File: src/rtl/clock_pkg.sv
// Shared types, constants and BCD helpers for the hours:minutes:seconds clock.
package clock_pkg;

  typedef enum logic [1:0] {RUN, SET_HR, SET_MIN, SET_SEC} state_e;

  localparam logic [6:0] SEG_BLANK  = 7'h7F;
  localparam logic [3:0] BCD_U_MAX  = 4'd9;
  localparam logic [3:0] BCD_T_MAX  = 4'd5;
  localparam logic [7:0] BCD_HR_MAX = 8'h23;

  // Increment a 00..59 BCD pair; result is {wrap, tens, units}.
  function automatic logic [8:0] bcd60_inc(input logic [7:0] v);
    if (v[3:0] != BCD_U_MAX) return {1'b0, v[7:4], v[3:0] + 4'd1};
    if (v[7:4] != BCD_T_MAX) return {1'b0, v[7:4] + 4'd1, 4'd0};
    return 9'h100;
  endfunction

  function automatic logic [7:0] bcd24_inc(input logic [7:0] v);
    if (v == BCD_HR_MAX) return 8'h00;
    if (v[3:0] == BCD_U_MAX) return {v[7:4] + 4'd1, 4'd0};
    return {v[7:4], v[3:0] + 4'd1};
  endfunction

  // 24-hour BCD hour to 12-hour BCD hour (00 -> 12, 13..23 -> 01..11).
  function automatic logic [7:0] hr_to_12(input logic [7:0] hr);
    logic [4:0] b;
    b = 5'(hr[7:4]) * 5'd10 + 5'(hr[3:0]);
    if (b == 5'd0) b = 5'd12;
    else if (b > 5'd12) b = b - 5'd12;
    return {(b >= 5'd10) ? 4'd1 : 4'd0, 4'((b >= 5'd10) ? b - 5'd10 : b)};
  endfunction

endpackage

File: src/rtl/cnt_div.sv
// Free-running 0..DIV-1 prescaler with synchronous clear, terminal-count and half-period flags.
module cnt_div #(
  parameter int unsigned DIV = 50_000_000
) (
  input  logic i_clk,
  input  logic i_rst,
  input  logic i_clr,
  output logic o_tc,
  output logic o_half
);

  localparam int unsigned   CW   = (DIV > 1) ? $clog2(DIV) : 1;
  localparam logic [CW-1:0] LAST = CW'(DIV - 1);
  localparam logic [CW-1:0] HALF = CW'(DIV / 2);

  logic [CW-1:0] r_cnt;

  always_ff @(posedge i_clk or posedge i_rst) begin
    if (i_rst) begin
      r_cnt <= '0;
    end else if (i_clr || (r_cnt == LAST)) begin
      r_cnt <= '0;
    end else begin
      r_cnt <= r_cnt + CW'(1);
    end
  end

  assign o_tc   = (r_cnt == LAST);
  assign o_half = (r_cnt >= HALF);

endmodule

File: src/rtl/seg7dec.sv
// BCD to active-low 7-segment decoder, bit0 = a ... bit6 = g.
module seg7dec (
  input  logic [3:0] i_bcd,
  output logic [6:0] o_seg
);

  always_comb begin
    unique case (i_bcd)
      4'd0:    o_seg = 7'b1000000;
      4'd1:    o_seg = 7'b1111001;
      4'd2:    o_seg = 7'b0100100;
      4'd3:    o_seg = 7'b0110000;
      4'd4:    o_seg = 7'b0011001;
      4'd5:    o_seg = 7'b0010010;
      4'd6:    o_seg = 7'b0000010;
      4'd7:    o_seg = 7'b1111000;
      4'd8:    o_seg = 7'b0000000;
      4'd9:    o_seg = 7'b0010000;
      default: o_seg = 7'h7F;
    endcase
  end

endmodule

File: src/rtl/clock_hms.sv
// BCD hours:minutes:seconds clock with set-mode FSM, blinking field and 12/24-hour display.
module clock_hms import clock_pkg::*; #(
  parameter int unsigned CLK_HZ = 50_000_000,
  parameter bit          MODE24 = 1'b1
) (
  input  logic       CLK,
  input  logic       RST,
  input  logic       SET,
  input  logic       INC,
  output logic [6:0] HEX0,
  output logic [6:0] HEX1,
  output logic [6:0] HEX2,
  output logic [6:0] HEX3,
  output logic [6:0] HEX4,
  output logic [6:0] HEX5,
  output logic       PM,
  output logic       TICK
);

  state_e     r_state, w_state_d;
  logic [7:0] r_sec, w_sec_d;  // {tens, units}
  logic [7:0] r_min, w_min_d;
  logic [7:0] r_hr, w_hr_d;
  logic       w_clr, w_tc, w_half, w_blink;
  logic [8:0] w_sec_inc, w_min_inc;
  logic [7:0] w_hr_inc, w_hr_disp;
  logic [6:0] w_seg [6];

  cnt_div #(
    .DIV(CLK_HZ)
  ) u_div (
    .i_clk (CLK),
    .i_rst (RST),
    .i_clr (w_clr),
    .o_tc  (w_tc),
    .o_half(w_half)
  );

  assign w_sec_inc = bcd60_inc(r_sec);
  assign w_min_inc = bcd60_inc(r_min);
  assign w_hr_inc  = bcd24_inc(r_hr);

  always_comb begin
    w_state_d = r_state;
    w_sec_d   = r_sec;
    w_min_d   = r_min;
    w_hr_d    = r_hr;
    w_clr     = 1'b0;
    if (SET) begin
      // SET has priority; a coincident INC is dropped.
      unique case (r_state)
        RUN:     w_state_d = SET_HR;
        SET_HR:  w_state_d = SET_MIN;
        SET_MIN: w_state_d = SET_SEC;
        SET_SEC: begin
          w_state_d = RUN;
          w_clr     = 1'b1;
        end
        default: w_state_d = RUN;
      endcase
    end else if (r_state == RUN) begin
      if (w_tc) begin
        w_sec_d = w_sec_inc[7:0];
        if (w_sec_inc[8]) begin
          w_min_d = w_min_inc[7:0];
          if (w_min_inc[8]) w_hr_d = w_hr_inc;
        end
      end
    end else if (INC) begin
      unique case (r_state)
        SET_HR:  w_hr_d  = w_hr_inc;
        SET_MIN: w_min_d = w_min_inc[7:0];
        SET_SEC: w_sec_d = w_sec_inc[7:0];
        default: ;
      endcase
    end
  end

  always_ff @(posedge CLK or posedge RST) begin
    if (RST) begin
      r_state <= RUN;
      r_sec   <= 8'h00;
      r_min   <= 8'h00;
      r_hr    <= 8'h00;
    end else begin
      r_state <= w_state_d;
      r_sec   <= w_sec_d;
      r_min   <= w_min_d;
      r_hr    <= w_hr_d;
    end
  end

  assign w_hr_disp = MODE24 ? r_hr : hr_to_12(r_hr);

  seg7dec u_seg0 (.i_bcd(r_sec[3:0]),     .o_seg(w_seg[0]));
  seg7dec u_seg1 (.i_bcd(r_sec[7:4]),     .o_seg(w_seg[1]));
  seg7dec u_seg2 (.i_bcd(r_min[3:0]),     .o_seg(w_seg[2]));
  seg7dec u_seg3 (.i_bcd(r_min[7:4]),     .o_seg(w_seg[3]));
  seg7dec u_seg4 (.i_bcd(w_hr_disp[3:0]), .o_seg(w_seg[4]));
  seg7dec u_seg5 (.i_bcd(w_hr_disp[7:4]), .o_seg(w_seg[5]));

  assign w_blink = w_half && (r_state != RUN);

  always_comb begin
    HEX0 = (w_blink && r_state == SET_SEC) ? SEG_BLANK : w_seg[0];
    HEX1 = (w_blink && r_state == SET_SEC) ? SEG_BLANK : w_seg[1];
    HEX2 = (w_blink && r_state == SET_MIN) ? SEG_BLANK : w_seg[2];
    HEX3 = (w_blink && r_state == SET_MIN) ? SEG_BLANK : w_seg[3];
    HEX4 = (w_blink && r_state == SET_HR)  ? SEG_BLANK : w_seg[4];
    // Leading zero of the hour is suppressed only in 12-hour mode.
    HEX5 = ((w_blink && r_state == SET_HR) || (!MODE24 && w_hr_disp[7:4] == 4'd0)) ?
           SEG_BLANK : w_seg[5];
  end

  assign PM   = !MODE24 && (r_hr >= 8'h12);
  assign TICK = w_tc && (r_state == RUN);

endmodule

File: config.mk
export PLATFORM = sky130hd
export DESIGN_NAME = clock_hms
export DESIGN_NICKNAME = d
export VERILOG_FILES = /design/src/rtl/clock_pkg.sv /design/src/rtl/cnt_div.sv /design/src/rtl/seg7dec.sv /design/src/rtl/clock_hms.sv
export SDC_FILE = /design/constraint.sdc
export NUM_CORES = 1
export LEC_CHECK = 0
export BUFFER_PORTS_ARGS = -buffer_cell sky130_fd_sc_hd__buf_2
export CORE_AREA = 3 3 141 143
export DETAILED_ROUTE_END_ITERATION = 10
export DIE_AREA = 0 0 144 146
export GPL_ROUTABILITY_DRIVEN = 0
export HOLD_SLACK_MARGIN = 0.1
export PLACE_DENSITY = 0.45
export SYNTH_ARGS = -nofsm -noshare
export SYNTH_HDL_FRONTEND = slang
export SYNTH_HIERARCHICAL = 1
export SYNTH_SLANG_ARGS = --single-unit
File: constraint.sdc
create_clock -name CLK -period 2.6 [get_ports CLK]
set_input_delay 0.13 -clock CLK [delete_from_list [all_inputs] [get_ports CLK]]
set_output_delay 0.13 -clock CLK [all_outputs]
set_load 0.02 [all_outputs]
==> out/results.md <==
### CTS
• **clock latency reported for the late side of the worst-skew pair** 0.30 ns
• **clock root buffer** sky130_fd_sc_hd__clkbuf_16
• **CTS clock-pin slew for the worst setup and hold paths** 0.07 ns
• **CTS max path bufs** 2
• **Sinks on Clock Net** 52
• **Max H-tree Level** 2
• **clock buffer count from CTS** 5
• **clock tree from TritonCTS** yes

### Die
• **die footprint** 0.0210 mm²
• **row count** 50
• **Die Span Y** 146 µm
• **core area** 0.0187 mm²
• **width of the chip** 144 µm
• **Starting Density** 24.9%
• **number of placed I/O pins** 48

### Final layout
• **Final Instance Area** 0.00534 mm²
• **fin nets** 636
• **share of layout cells above drive strength 1** 19.7%
• **non-filler cells, final** 827
• **count of inserted antenna diode cells** 0
• **count of filler cells inserted in the layout** 2010
• **Layout Area Growth over Synthesis** 14.3%

### Synth
• **post-synthesis share of cell area spent on xor and xnor gates** 4.13%
• **share of synthesized cell area in full adder, half adder and majority cells** 10.7%
• **syn_nets** 596
• **synthesized-area fraction occupied by ao, oa, aoi and oai cells** 14.9%
• **average size of a mapped cell** 8.45 µm²
• **gate count after technology mapping** 552
• **number of flops mapped to enable cells by yosys** 0
• **top cells by count, synth** 64 x sky130_fd_sc_hd__nand2b_1, 53 x sky130_fd_sc_hd__nor2_1, 52 x sky130_fd_sc_hd__dfrtp_1
• **sequential cell area fraction in the yosys report** 27.9%
• **Synth top area share** 27.9%
• **number of distinct library cells after synthesis** 68
• **Ys Warns** 6
• **simple-gate area share of the yosys netlist** 33.0%
• **leading cell types by total area after synthesis** sky130_fd_sc_hd__dfrtp_1 28%, sky130_fd_sc_hd__ha_1 11%, sky130_fd_sc_hd__nand2b_1 8.6%, sky130_fd_sc_hd__o21ai_0 5.0%, sky130_fd_sc_hd__nor2_1 4.3%
• **Post-Syn Area** 0.00467 mm²
• **async set or reset register ratio after synthesis** 100%
• **main combinational cell family by area after synthesis** simple AND/OR/NAND/NOR gates
• **fraction of synthesized area in multiplexers** 1.98%
• **library cell with the highest instance count after synthesis** sky130_fd_sc_hd__nand2b_1
• **synthesized flop and latch total** 52
• **most instantiated flip-flop cell in the synthesis netlist** sky130_fd_sc_hd__dfrtp_1
• **cell taking the most area after synthesis** sky130_fd_sc_hd__dfrtp_1

### Setup path
• **CP Class** reg -> reg
• **Worst Path Arrival** 2.65 ns
• **element type at the critical path end** register
• **startpoint type of the worst setup path** register
• **largest fanout on the critical path** 5
• **required time of the critical path** 2.79 ns
• **CP Buf/Inv Count** 0
• **critical-path cell with the highest stage delay** sky130_fd_sc_hd__or3b_4
• **slowest cell delay on critical path** 0.45 ns
• **critical path, cell by cell** ha_4, nand4_1, nor4_1, and4_2, mux2i_4, or3b_4, a211o_1, a221o_1
• **kind of cell with the highest combined delay on the critical path** simple AND/OR/NAND/NOR gates

### Route
• **DRT Wirelength** 10600 µm
• **1st-pass router iterations** 5
• **post-detailed-route via-to-cell ratio** 4.74
• **average wire per cell in the routed design** 12.8 µm
• **Residual DRC** 0
• **count of vias placed by the detailed router** 3921
• **number of violations reported at the end of detailed-routing iteration 0** 118
• **Post-DRT Antenna Nets** 0

### Power
• **leakage power figure** 2.43 nW
• **Seq pwr share** 29.1%
• **overall power of the completed layout** 4.50 mW
• **internal cell power** 2.50 mW
• **Power Dens Cells** 844 mW/mm²
• **combinational power share** 51.3%
• **switching power** 2.00 mW
• **net switching fraction of the power** 44.5%
• **Max rail drop VDD** 0.000463 V
• **power share of the clock group** 19.5%

### GRT
• **largest net degree at the start of global routing** 27
• **global-route wire length before repair** 17900 µm
• **vias in the first global route** 3701
• **Total Routing Usage GR** 10.0%
• **initial antenna violation count** 0
• **total congestion overflow after global routing** 0

### Timing
• **Post-Route Setup TNS** 0 ns
• **final count of negative-setup-slack endpoints** 0
• **skew final** 0.00607 ns
• **max-slew violations** 0
• **RSZ-0062 raised after global routing** yes
• **share of the cycle needed by the critical path after routing** 94.8%
• **Hold Fails Final Rpt** 0
• **post-layout min period** 2.46 ns
• **timing-limited maximum frequency** 406 MHz
• **headroom to the max-slew limit** 29.8%
• **slew of the pin with the lowest slew margin** 1.05 ns

### Place
• **Buffers on Ports** 46
• **instance area at placement** 0.00507 mm²
• **count of placed standard cells including taps** 816
• **hpwl dp** 7770 µm

### Min path
• **Hold Path Class** in -> reg

### Run status
• **outcome** finished, final reports clean

### Job
• **max-capacitance violation count** 0

[layout make-up]
class | instances | area, µm² | share of cell area (%)
Inverter | 38 | 143 | 2.67
Clock buffer | 5 | 125 | 2.35
Tap cell | 234 | 293 | 5.49
Timing Repair Buffer | 60 | 338 | 6.33
Sequential cell | 52 | 1310 | 24.5
Multi-Input combinational cell | 435 | 3060 | 57.4
Clock inverter | 3 | 68.8 | 1.29
[power groups by stage]
stage               combinational (mW)  sequential [mW]  clock [mW]
floorplan                         1.79             1.20           0
global placement                  2.25             1.30           0
detailed placement                2.28             1.31           0
CTS                               2.30             1.30       0.913
global route                      2.61             1.36       0.941
finish                            2.31             1.31       0.879
[sequential cells by signal, indices dropped and copies added (netlist names)]
| signal | cells |
|---|---|
| u_div/r_cnt | 26 |
| r_sec | 8 |
| r_hr | 8 |
| r_state | 2 |
| r_min | 8 |
[layout by cell type, fill, tap and decap left out, types with 8 or more instances in the layout]
master and instances:
sky130_fd_sc_hd__a21oi_1 27, sky130_fd_sc_hd__inv_1 38, sky130_fd_sc_hd__ha_1 39, sky130_fd_sc_hd__o21ai_0 47, sky130_fd_sc_hd__nand4_1 12, sky130_fd_sc_hd__xnor2_1 9
sky130_fd_sc_hd__nor2_1 53, sky130_fd_sc_hd__nand2_1 30, sky130_fd_sc_hd__buf_4 13, sky130_fd_sc_hd__nand3_1 14, sky130_fd_sc_hd__dfrtp_1 48, sky130_fd_sc_hd__buf_2 46
sky130_fd_sc_hd__nand2b_1 64, sky130_fd_sc_hd__a21oi_2 8, sky130_fd_sc_hd__xor2_1 13
[worst paths after layout]
path	cells after the start	start	end	slack [ns]
max in group asynchronous	3	RST	u_div/r_cnt[11]$_DFF_PP0_	1.25
min reg2reg	1	u_div/r_cnt[0]$_DFF_PP0_	u_div/r_cnt[0]$_DFF_PP0_	0.51
max reg2reg	8	u_div/r_cnt[1]$_DFF_PP0_	r_min[3]$_DFFE_PP0P_	0.14
min in group asynchronous	4	RST	r_sec[3]$_DFFE_PP0P_	0.45
min	3	SET	r_state[1]$_DFFE_PP0P_	0.17
max	8	u_div/r_cnt[1]$_DFF_PP0_	r_min[3]$_DFFE_PP0P_	0.14
[worst min-delay path: cells and delay by family]
kind,cells,cell delay (ns)
buf+inv,1,0.16
simple gates,1,0.07
compound gates,1,0.07
[logic make-up after synthesis]
logic type                 Yosys count
AOI/OAI and AO/OA                  110
xor gates and xnor gates            22
adders and majority gates           40
buffers and inverters               65
DFF                                 52
muxes                                8
other                                1
and+or+nand+nor                    254
[routing by layer]
layer / vias up / wire, µm / global-route usage (%)
met5: - / 0 / 0
met4: 0 / 116 / 2.35
met3: 10 / 363 / 1.87
met2: 55 / 4970 / 16.6
met1: 1868 / 5150 / 13.5
li1: 1988 / - / -
[what timing repair did]
item	CTS	global route
pin swaps	0	4
endpoints found under the setup margin	14	51
buffers inserted	0	2
hold buffers	1	0
gates resized for setup	1	12
endpoints found under the hold margin	26	0
[per-stage QoR]
step | util [%] | hold WS, ns | setup WS [ns]
floorplan | - | 0.170 | 0.154
global placement | 27.1 | 0.241 | 0.159
CTS | 28.2 | 0.152 | 0.0748
global route | 28.5 | 0.194 | -0.0158
detailed placement | 27.1 | 0.249 | 0.108
finish | 28.5 | 0.171 | 0.136
Power figures use the tool's default switching activity.
